<file path="src/rtl/sweep_pkg.sv">
// sweep_pkg: shared definitions for the frequency-sweep controller.
//   - FSM state encoding (legacy-compatible 3-bit constants)
//   - averaging depth used when SWEEP_AVG_EN is defined
//   - helper that turns an accumulated sample sum into an average
package sweep_pkg;

    typedef logic [2:0] state_t;

    localparam state_t ST_IDLE   = 3'd0;
    localparam state_t ST_SET    = 3'd1;
    localparam state_t ST_SETTLE = 3'd2;
    localparam state_t ST_MEAS   = 3'd3;
    localparam state_t ST_CMP    = 3'd4;
    localparam state_t ST_FIN    = 3'd5;

    // Number of magnitude samples averaged per step in averaging builds.
    localparam int AVG_DEPTH = 4;
    localparam int AVG_SHIFT = 2;
    localparam int AVG_CW    = 2;
    localparam int SUM_W     = 18;

    // Divide the accumulated sum by the averaging depth (power of two).
    function automatic logic [15:0] avg_of(input logic [SUM_W-1:0] sum);
        logic [SUM_W-1:0] shifted;
        shifted = sum >> AVG_SHIFT;
        return shifted[15:0];
    endfunction

endpackage

</file>
<file path="src/rtl/sweep_if.sv">
// sweep_if: bundle of the sweep controller's control, configuration,
// measurement and result signals.
//   slave  modport: controller side (sweep_ctrl)
//   master modport: requester / DDS / detector side
// Inputs to controller : start, abort, f_start, f_step, n_steps,
//                        settle_cyc, mag_in, mag_valid
// Outputs of controller: fre_out, refresh, busy, done, err,
//                        peak_fre, peak_mag, step_idx
interface sweep_if #(
    parameter int N_W      = 10,
    parameter int SETTLE_W = 16
);
    logic                start;
    logic                abort;
    logic [31:0]         f_start;
    logic [31:0]         f_step;
    logic [N_W-1:0]      n_steps;
    logic [SETTLE_W-1:0] settle_cyc;
    logic [15:0]         mag_in;
    logic                mag_valid;
    logic [31:0]         fre_out;
    logic                refresh;
    logic                busy;
    logic                done;
    logic                err;
    logic [31:0]         peak_fre;
    logic [15:0]         peak_mag;
    logic [N_W-1:0]      step_idx;

    modport slave (
        input  start, abort, f_start, f_step, n_steps, settle_cyc,
               mag_in, mag_valid,
        output fre_out, refresh, busy, done, err, peak_fre, peak_mag,
               step_idx
    );

    modport master (
        output start, abort, f_start, f_step, n_steps, settle_cyc,
               mag_in, mag_valid,
        input  fre_out, refresh, busy, done, err, peak_fre, peak_mag,
               step_idx
    );
endinterface

</file>
<file path="src/rtl/sweep_timer.sv">
// sweep_timer: loadable down-counter shared by the settle wait and the
// measurement timeout.
//   clk, rst  : clock, synchronous active-high reset
//   load      : load count with load_val (priority over en)
//   load_val  : value to load
//   en        : decrement by one while non-zero
//   zero      : count is zero
module sweep_timer #(
    parameter int W = 16
) (
    input  logic         clk,
    input  logic         rst,
    input  logic         load,
    input  logic [W-1:0] load_val,
    input  logic         en,
    output logic         zero
);
    logic [W-1:0] count_r;

    // Down-counter: reset, load, or decrement saturating at zero.
    always_ff @(posedge clk) begin
        if (rst) begin
            count_r <= {W{1'b0}};
        end else if (load) begin
            count_r <= load_val;
        end else if (en && (count_r != {W{1'b0}})) begin
            count_r <= count_r - {{(W-1){1'b0}}, 1'b1};
        end else begin
            count_r <= count_r;
        end
    end

    assign zero = (count_r == {W{1'b0}});
endmodule

</file>
<file path="src/rtl/sweep_ctrl.sv">
// sweep_ctrl: steps a DDS frequency word from f_start in f_step increments,
// waits settle_cyc after each update, takes a magnitude sample, and tracks
// the frequency giving the largest magnitude. On completion, abort or
// timeout it parks the DDS on the peak frequency and pulses done.
//   clk, rst : clock, synchronous active-high reset
//   bus      : sweep_if.slave (start/abort, configuration, mag_in/mag_valid,
//              fre_out/refresh, busy/done/err, peak_fre/peak_mag, step_idx)
// Build option: define SWEEP_AVG_EN to average AVG_DEPTH samples per step.
module sweep_ctrl
    import sweep_pkg::*;
#(
    parameter int N_W      = 10,
    parameter int SETTLE_W = 16,
    parameter int TMO_CYC  = 65535
) (
    input  logic    clk,
    input  logic    rst,
    sweep_if.slave  bus
);
    localparam int TMO_W = (TMO_CYC > 1) ? $clog2(TMO_CYC) : 1;
    localparam int TW    = (SETTLE_W > TMO_W) ? SETTLE_W : TMO_W;
    // MEAS lasts TMO_CYC cycles: the timer counts TMO_CYC-1 down to zero.
    localparam logic [TW-1:0] TMO_LOAD = TW'(TMO_CYC - 1);
    localparam logic [N_W-1:0] ONE_N   = {{(N_W-1){1'b0}}, 1'b1};

    state_t              state_r;
    logic [31:0]         fre_out_r;
    logic                refresh_r;
    logic                busy_r;
    logic                done_r;
    logic                err_r;
    logic [31:0]         peak_fre_r;
    logic [15:0]         peak_mag_r;
    logic [N_W-1:0]      step_idx_r;
    logic [31:0]         f_step_r;
    logic [N_W-1:0]      n_last_r;
    logic [SETTLE_W-1:0] settle_r;
    logic [15:0]         sample_r;

`ifdef SWEEP_AVG_EN
    logic [SUM_W-1:0]    avg_sum_r;
    logic [AVG_CW-1:0]   avg_cnt_r;
    logic [SUM_W-1:0]    avg_next_s;
`endif

    logic                tmr_load_s;
    logic [TW-1:0]       tmr_val_s;
    logic                tmr_en_s;
    logic                tmr_zero_s;

    sweep_timer #(.W(TW)) u_timer (
        .clk      (clk),
        .rst      (rst),
        .load     (tmr_load_s),
        .load_val (tmr_val_s),
        .en       (tmr_en_s),
        .zero     (tmr_zero_s)
    );

    // Timer control: settle load in SET, timeout load on MEAS entry and
    // after every accepted sample, count down while waiting.
    always_comb begin
        tmr_load_s = 1'b0;
        tmr_val_s  = {TW{1'b0}};
        tmr_en_s   = 1'b0;
        case (state_r)
            ST_SET: begin
                tmr_load_s = 1'b1;
                tmr_val_s  = TW'(settle_r);
            end
            ST_SETTLE: begin
                if (tmr_zero_s) begin
                    tmr_load_s = 1'b1;
                    tmr_val_s  = TMO_LOAD;
                end else begin
                    tmr_en_s = 1'b1;
                end
            end
            ST_MEAS: begin
                if (bus.mag_valid) begin
                    tmr_load_s = 1'b1;
                    tmr_val_s  = TMO_LOAD;
                end else begin
                    tmr_en_s = 1'b1;
                end
            end
            default: begin
                tmr_load_s = 1'b0;
            end
        endcase
    end

`ifdef SWEEP_AVG_EN
    // Running sum including the sample presented this cycle.
    always_comb begin
        avg_next_s = avg_sum_r + {2'b00, bus.mag_in};
    end
`endif

    // Sweep FSM and all registered outputs.
    always_ff @(posedge clk) begin
        if (rst) begin
            state_r    <= ST_IDLE;
            fre_out_r  <= 32'd0;
            refresh_r  <= 1'b0;
            busy_r     <= 1'b0;
            done_r     <= 1'b0;
            err_r      <= 1'b0;
            peak_fre_r <= 32'd0;
            peak_mag_r <= 16'd0;
            step_idx_r <= {N_W{1'b0}};
            f_step_r   <= 32'd0;
            n_last_r   <= {N_W{1'b0}};
            settle_r   <= {SETTLE_W{1'b0}};
            sample_r   <= 16'd0;
`ifdef SWEEP_AVG_EN
            avg_sum_r  <= {SUM_W{1'b0}};
            avg_cnt_r  <= {AVG_CW{1'b0}};
`endif
        end else begin
            refresh_r <= 1'b0;
            done_r    <= 1'b0;
            case (state_r)
                ST_IDLE: begin
                    // start wins even if abort is high in the same cycle
                    if (bus.start) begin
                        f_step_r   <= bus.f_step;
                        n_last_r   <= (bus.n_steps == {N_W{1'b0}}) ?
                                      {N_W{1'b0}} : (bus.n_steps - ONE_N);
                        settle_r   <= bus.settle_cyc;
                        fre_out_r  <= bus.f_start;
                        step_idx_r <= {N_W{1'b0}};
                        peak_mag_r <= 16'd0;
                        peak_fre_r <= 32'd0;
                        err_r      <= 1'b0;
                        busy_r     <= 1'b1;
                        state_r    <= ST_SET;
                    end
                end
                ST_SET: begin
                    if (bus.abort) begin
                        state_r <= ST_FIN;
                    end else begin
                        refresh_r <= 1'b1;
`ifdef SWEEP_AVG_EN
                        avg_sum_r <= {SUM_W{1'b0}};
                        avg_cnt_r <= {AVG_CW{1'b0}};
`endif
                        state_r   <= ST_SETTLE;
                    end
                end
                ST_SETTLE: begin
                    if (bus.abort) begin
                        state_r <= ST_FIN;
                    end else if (tmr_zero_s) begin
                        state_r <= ST_MEAS;
                    end
                end
                ST_MEAS: begin
                    if (bus.abort) begin
                        state_r <= ST_FIN;
                    end else if (bus.mag_valid) begin
`ifdef SWEEP_AVG_EN
                        if (avg_cnt_r == AVG_CW'(AVG_DEPTH - 1)) begin
                            sample_r  <= avg_of(avg_next_s);
                            avg_sum_r <= {SUM_W{1'b0}};
                            avg_cnt_r <= {AVG_CW{1'b0}};
                            state_r   <= ST_CMP;
                        end else begin
                            avg_sum_r <= avg_next_s;
                            avg_cnt_r <= avg_cnt_r + {{(AVG_CW-1){1'b0}}, 1'b1};
                        end
`else
                        sample_r <= bus.mag_in;
                        state_r  <= ST_CMP;
`endif
                    end else if (tmr_zero_s) begin
                        err_r   <= 1'b1;
                        state_r <= ST_FIN;
                    end
                end
                ST_CMP: begin
                    if (bus.abort) begin
                        state_r <= ST_FIN;
                    end else begin
                        // strict compare: on a tie the earlier frequency stays
                        if (sample_r > peak_mag_r) begin
                            peak_mag_r <= sample_r;
                            peak_fre_r <= fre_out_r;
                        end
                        if (step_idx_r == n_last_r) begin
                            state_r <= ST_FIN;
                        end else begin
                            step_idx_r <= step_idx_r + ONE_N;
                            fre_out_r  <= fre_out_r + f_step_r;
                            state_r    <= ST_SET;
                        end
                    end
                end
                ST_FIN: begin
                    fre_out_r <= peak_fre_r;
                    refresh_r <= 1'b1;
                    done_r    <= 1'b1;
                    busy_r    <= 1'b0;
                    state_r   <= ST_IDLE;
                end
                default: begin
                    busy_r  <= 1'b0;
                    state_r <= ST_IDLE;
                end
            endcase
        end
    end

    assign bus.fre_out  = fre_out_r;
    assign bus.refresh  = refresh_r;
    assign bus.busy     = busy_r;
    assign bus.done     = done_r;
    assign bus.err      = err_r;
    assign bus.peak_fre = peak_fre_r;
    assign bus.peak_mag = peak_mag_r;
    assign bus.step_idx = step_idx_r;
endmodule

</file>
<file path="src/flat_wrapper.sv">
// flat-port wrapper written by rule: the top's interface ports become plain ports
module sweep_ctrl_flat import sweep_pkg::*;
#(
    parameter int N_W      = 10,
    parameter int SETTLE_W = 16,
    parameter int TMO_CYC  = 65535
)
  (clk, rst, bus_start, bus_abort, bus_f_start, bus_f_step, bus_n_steps, bus_settle_cyc, bus_mag_in, bus_mag_valid, bus_fre_out, bus_refresh, bus_busy, bus_done, bus_err, bus_peak_fre, bus_peak_mag, bus_step_idx);
  sweep_if #(.N_W(N_W), .SETTLE_W(SETTLE_W)) bus_i ();
  input  logic clk;
  input  logic rst;
  input wire logic [$bits(bus_i.start)-1:0] bus_start;
  input wire logic [$bits(bus_i.abort)-1:0] bus_abort;
  input wire logic [$bits(bus_i.f_start)-1:0] bus_f_start;
  input wire logic [$bits(bus_i.f_step)-1:0] bus_f_step;
  input wire logic [$bits(bus_i.n_steps)-1:0] bus_n_steps;
  input wire logic [$bits(bus_i.settle_cyc)-1:0] bus_settle_cyc;
  input wire logic [$bits(bus_i.mag_in)-1:0] bus_mag_in;
  input wire logic [$bits(bus_i.mag_valid)-1:0] bus_mag_valid;
  output wire logic [$bits(bus_i.fre_out)-1:0] bus_fre_out;
  output wire logic [$bits(bus_i.refresh)-1:0] bus_refresh;
  output wire logic [$bits(bus_i.busy)-1:0] bus_busy;
  output wire logic [$bits(bus_i.done)-1:0] bus_done;
  output wire logic [$bits(bus_i.err)-1:0] bus_err;
  output wire logic [$bits(bus_i.peak_fre)-1:0] bus_peak_fre;
  output wire logic [$bits(bus_i.peak_mag)-1:0] bus_peak_mag;
  output wire logic [$bits(bus_i.step_idx)-1:0] bus_step_idx;
  assign bus_i.start = bus_start;
  assign bus_i.abort = bus_abort;
  assign bus_i.f_start = bus_f_start;
  assign bus_i.f_step = bus_f_step;
  assign bus_i.n_steps = bus_n_steps;
  assign bus_i.settle_cyc = bus_settle_cyc;
  assign bus_i.mag_in = bus_mag_in;
  assign bus_i.mag_valid = bus_mag_valid;
  assign bus_fre_out = bus_i.fre_out;
  assign bus_refresh = bus_i.refresh;
  assign bus_busy = bus_i.busy;
  assign bus_done = bus_i.done;
  assign bus_err = bus_i.err;
  assign bus_peak_fre = bus_i.peak_fre;
  assign bus_peak_mag = bus_i.peak_mag;
  assign bus_step_idx = bus_i.step_idx;
  sweep_ctrl #(.N_W(N_W), .SETTLE_W(SETTLE_W), .TMO_CYC(TMO_CYC)) u_core (.clk(clk), .rst(rst), .bus(bus_i));
endmodule
</file>
<file path="config.mk">
export PLATFORM = sky130hd
export DESIGN_NAME = sweep_ctrl_flat
export DESIGN_NICKNAME = d
export VERILOG_FILES = /design/src/rtl/sweep_pkg.sv /design/src/rtl/sweep_if.sv /design/src/rtl/sweep_timer.sv /design/src/rtl/sweep_ctrl.sv /design/src/flat_wrapper.sv
export SDC_FILE = /design/constraint.sdc
export NUM_CORES = 1
export LEC_CHECK = 0
export CORE_ASPECT_RATIO = 0.6
export CORE_MARGIN = 1
export CORE_UTILIZATION = 52
export DETAILED_ROUTE_END_ITERATION = 7
export GPL_TIMING_DRIVEN = 0
export PLACE_DENSITY = 0.89
export SYNTH_ARGS = -nofsm -noshare
export SYNTH_HDL_FRONTEND = slang
export SYNTH_SLANG_ARGS = --single-unit
</file>
<file path="constraint.sdc">
create_clock -name clk -period 3.6 [get_ports clk]
set_clock_uncertainty 0.2 [all_clocks]
set_input_delay 0.36 -clock clk [delete_from_list [all_inputs] [get_ports clk]]
set_output_delay 0.36 -clock clk [all_outputs]
set_load 0.05 [all_outputs]
</file>
== Word-level counts from Yosys, hierarchy flattened ==
Cells that the tools add are included.

* Bits in registers: 187
* Input bits: 111
* Output and inout bits: 94
* Logic and storage cells: 102

* $add $sub $neg: 4
* $lt $le $gt $ge: 1
* Equal/unequal tests: 15
* Multiplexer cells: 48
* Bitwise operators: 2
* Reductions and logical operators: 18

{| class="wikitable"
|+ Operators by type and width
! kind !! number
|-
| 32-bit two-way mux || 6
|-
| 16-bit two-way mux || 7
|-
| 32-bit one-hot mux with 3 select lines || 1
|-
| 32-bit one-hot mux with 2 select lines || 1
|-
| 16-bit one-hot mux with 3 select lines || 1
|-
| 10-bit two-way mux || 4
|-
| 32-bit adder || 1
|-
| 16-bit one-hot mux with 2 select lines || 1
|-
| 3-bit two-way mux || 9
|-
| 10-bit one-hot mux with 2 select lines || 1
|-
| 16-bit > comparator || 1
|-
| 16-bit logical NOT || 1
|-
| 16-bit nonzero test || 1
|-
| 16-bit by 1-bit subtractor with 16-bit output (second input constant) || 1
|-
| 3-bit one-hot mux with 5 select lines || 1
|-
| 4-bit AND reduction || 3
|-
| 1-bit two-way mux || 11
|-
| 10-bit by 1-bit adder with 10-bit output (second input constant) || 1
|-
| 10-bit == test || 1
|-
| 10-bit logical NOT || 1
|-
| 2-bit != test (second input constant) || 5
|-
| 10-bit by 1-bit subtractor with 10-bit output (second input constant) || 1
|-
| 1-bit one-hot mux with 2 select lines || 4
|-
| 3-bit by 2-bit == test with 1-bit output (second input constant) || 2
|-
| 15 further kinds || 22
|}

== Longest topological paths before layout ==
* Depth after elaboration: 6
* Mapped depth: 12
* Mapped depth without buffers: 12

== By module ==
Synthesis repeated with hierarchy kept, for this count alone.

* Cell total of the unflattened synthesis: 1356
* Area, all modules: 10457.5 um^2

{| class="wikitable"
|+ By module, submodules not included
! module !! instances !! cells each !! area each (um^2) !! sequential area each (um^2)
|-
| sweep_ctrl || 1 || 1226 || 9313.9 || 3423.3
|-
| sweep_timer || 1 || 130 || 1143.6 || 320.3
|}

== Worst setup path before layout ==
Ideal clock, no wire load.

* Path kind: reg-to-reg
* Start: register u_core.fre_out_r[4], in the netlist u_core.bus.fre_out[4]
* End: register u_core.fre_out_r[29], in the netlist u_core.bus.fre_out[29]
* Setup time: 0.101 ns
* Arrival: 2.962 ns
* Data required time: 3.299 ns
* Path slack: 0.337 ns
* Stages on the path, launching flop included: 11
* Path buffers: 0
* Clock period less this slack: 3.263 ns
* Path through: dfxtp_1 ha_1 a21o_1 a31o_2 o2111ai_1 o211ai_1 a41oi_1 o221ai_2 a211oi_1 xor2_1 o41ai_1

* Cells in the longest elaborated chain, start to end: 4

{| class="wikitable"
|+ Ends and longest elaborated chain
! element !! line !! text
|-
| start, declared || sweep_ctrl.sv:27 || <nowiki>logic [31:0] fre_out_r;</nowiki>
|-
| start signal, assigned || sweep_ctrl.sv:131 || <nowiki>fre_out_r <= bus.f_start;</nowiki>
|-
| start signal, assigned || sweep_ctrl.sv:195 || <nowiki>fre_out_r <= fre_out_r + f_step_r;</nowiki>
|-
| start signal, assigned || sweep_ctrl.sv:201 || <nowiki>fre_out_r <= peak_fre_r;</nowiki>
|-
| 32-bit adder || sweep_ctrl.sv:195 ||
|-
| 32-bit two-way mux || sweep_ctrl.sv:191 || <nowiki>if (step_idx_r == n_last_r) begin</nowiki>
|-
| 32-bit two-way mux || sweep_ctrl.sv:183 || <nowiki>if (bus.abort) begin</nowiki>
|-
| 32-bit one-hot mux with 3 select lines || sweep_ctrl.sv:123 || <nowiki>case (state_r)</nowiki>
|}

Every way passes these cells. The select of a mux whose other input is x is not followed.
A chain may end at the register's enable or synchronous reset.

== Worst setup path in the final report ==
* Start: register u_core.fre_out_r[1], in the netlist u_core.bus.fre_out[1]
* End: register u_core.fre_out_r[25], in the netlist u_core.bus.fre_out[25]

Same word-level chain as after synthesis.

==> results.toml <==
[clock_network]
cts.htree.levels = 4
cts.reportedPaths.clkPinSlew_ns = 0.08
cts.sinks = 187
ctsResizeCount = 0
postCtsSetupBuffers = 0
cts_buffer_depth = 2
cts-root-buf = "clkbuf_16"
tritoncts = "built"
worstSkewPairLatency_ns = 0.45
hold_buffers = 0
numCtsBuffers = 17

[synth]
syn-num-nets = 1497
synth-edff-count = 0
synth_seq_cells = 187
netlist_area_um2 = 10180
synthFlopType = "dfxtp_1"
synth_cell_types = 68
yosys_warnings = 0
post_synth.cell_area_avg_um2 = 7.632
ys_async_sr_fraction = 0
seq_area_frac_synth = 0.3677
synthCells = 1334

[sta]
max_freq_mhz = 281.3
whs_ns = 0.1466
rsz0062_at_grt = "yes"
fin_crit_sh = 0.9876
relSlewSlack = 0.3466
setup-violations-final = 0
final_hold_viol_count = 0
worst_pin_slew_ns = 0.9764
slew_viol_final = 0
period_needed_ns = 3.555

[global_routing]
grt_max_degree = 17
grt_antenna_before_repair = 0
grt_pass1_wl_mm = 56.04
grt_pass1_vias = 10220
grt-ovfl-total = 0
grt_util_all_layers = 0.3639

[setup_path]
r2r_cells = 10
endpoint_kind = "register"
crit_fanout = 4
critPathKind = "register to register"
cp-start-kind = "register"
critPathArrivalTime_ns = 3.71
crit_required_ns = 3.76

[job]
cap_violations = 0

[routing]
drt_iter0_drc = 1464
vias = 11300
final_antenna_net_count = 0
first_pass_iters = 8
drcViolationCount = 0
wl_per_cell_um = 20.15
routed_wl_mm = 36.91
avgViaCountPerCell = 6.168

[floorplanning]
core_area_um2 = 19080
die_area_um2 = 20160
core.rowCount = 39
die_w_um = 182.6
floorplan.initialDensity = 0.5336
io_pins = 205
fp.dieH_um = 110.4

[placement]
dp_cells = 1802
place.gp.congestion = 1.013
port_buffers = 202
hpwl_mm = 27.73

[layout]
final_cells = 1832
drive_gt1_frac = 0.03704
area_growth_pct = 29.26
antenna_cells = 0
finalNetCount = 1718

[hold_path]
min_path_cells = 2
hp-class = "input port to register"

[power_and_ir_drop]
vdd_drop_max_mv = 0.4343
cellLeakagePower_nw = 5.135
p_per_area_nw_per_um2 = 549.5

[outcome]
status = "completed"
cell families after synthesis:
logic type,synth area share
muxes,0.02065
AOI/OAI and AO/OA,0.2148
and+or+nand+nor,0.2372
xor gates and xnor gates,0.04645
DFF,0.3677
adders and majority gates,0.06464
buffers and inverters,0.04854
synthesized netlist by cell type (3+ instances only):
library cell  count  area (um^2)
a211oi_1         25        187.7
a21o_1           24        180.2
a21oi_1         164        820.8
a221oi_1         10        87.58
a22oi_1           8        60.06
a311oi_1          8        70.07
a31oi_1          12        75.07
and3_1           15        93.84
and4_1            3        26.28
buf_1             3        11.26
clkbuf_1         85        319.1
dfxtp_1         187         3744
ha_1             51        638.1
inv_1            36        135.1
mux2i_1          21        210.2
nand2_1         235        882.1
nand2b_1          8        50.05
nand3_1          68        340.3
nand4_1          13        81.33
nor2_1          127        476.7
nor2b_1           6        37.54
nor3_1           28        140.1
nor4_1           10        62.56
o211ai_1         13        97.59
o21a_1            7        52.55
o21ai_0          39        195.2
o21bai_1          5        37.54
o22ai_1           5        31.28
o41ai_1           4        35.03
or2_2             5        31.28
or3_1             6        37.54
or4_1             3        22.52
xnor2_1          23        201.4
xor2_1           31        271.5
cell usage in the layout (no fill, tap or decap), drive strengths merged, types with 23 or more instances in the layout:
master         count
nand2            235
clkdlybuf4s50    202
dfxtp            187
a21oi            165
nor2             128
clkbuf           103
nand3             68
ha                51
inv               43
o21ai             40
xor2              31
nor3              28
a211oi            25
a21o              24
xnor2             23
cell type report:
cell class              instances  area (um^2)
repair buffers                202         2022
clock inverters                12        160.2
plain buffers                  92        357.8
clock buffers                  18        439.2
fillers                      1551         5919
inverters                      37        138.9
multi-input cells            1018         5966
flip-flops and latches        187         3744
well taps                     266        332.8
layer usage:
| layer | share of wire | vias to the layer above | global-route usage |
|---|---|---|---|
| met4 | 0.022 | 0 | 0.1056 |
| li1 | - | 5142 | - |
| met1 | 0.42 | 5282 | 0.5135 |
| met5 | 0 | - | 0 |
| met3 | 0.15 | 76 | 0.1268 |
| met2 | 0.40 | 800 | 0.5183 |
through the flow:
| stage | power, mW | util | cell area (um^2) | worst slack, ns | TNS (ns) |
|---|---|---|---|---|---|
| final | 7.232 | 0.6898 | 13160 | 0.04470 | 0 |
| after global routing | 7.498 | 0.6898 | 13160 | -0.03181 | -0.03181 |
| after CTS | 7.089 | 0.6884 | 13140 | 0.1232 | 0 |
| after detailed placement | 5.129 | 0.6570 | 12540 | 0.2093 | 0 |
| after global placement | 5.064 | 0.6570 | 12540 | 0.2887 | 0 |
| after floorplan | 4.220 | - | 10180 | 0.3366 | 0 |
where the power goes:
part / internal (mW) / leakage [nW] / switching (mW)
clock: 1.12 / 0.294 / 0.871
sequential: 2.28 / 1.53 / 0.266
combinational: 0.884 / 3.31 / 1.82
worst max-delay path: stages, from the launching register on:
cell and delay (ns):
dfxtp_1 0.38, ha_1 0.31, a21o_1 0.13, and4_1 0.23, o2111ai_1 0.18, o211ai_1 0.63, a41oi_2 0.30, o221ai_2 0.31
nand3_1 0.16, or4_1 0.42, a311oi_1 0.21
worst paths after layout:
check	from	to	slack, ns
max	u_core.bus.fre_out[1]$_SDFFE_PP0P_	u_core.bus.fre_out[25]$_SDFFE_PP0P_	0.04
min	bus_abort	u_core.state_r[1]$_SDFFE_PP0P_	0.15
max reg2reg	u_core.bus.fre_out[1]$_SDFFE_PP0P_	u_core.bus.fre_out[25]$_SDFFE_PP0P_	0.04
min reg2reg	u_core.settle_r[14]$_SDFFE_PP0P_	u_core.settle_r[14]$_SDFFE_PP0P_	0.26
sequential cells by signal (all words and copies together), names as in the netlist:
name and count:
u_core.bus.busy 1, u_core.bus.done 1, u_core.bus.err 1, u_core.bus.fre_out 32, u_core.bus.peak_fre 32, u_core.bus.peak_mag 16
u_core.bus.refresh 1, u_core.bus.step_idx 10, u_core.f_step_r 32, u_core.n_last_r 10, u_core.sample_r 16, u_core.settle_r 16
u_core.state_r 3, u_core.u_timer.count_r 16
Note: power is estimated with default switching activity, not from simulation.
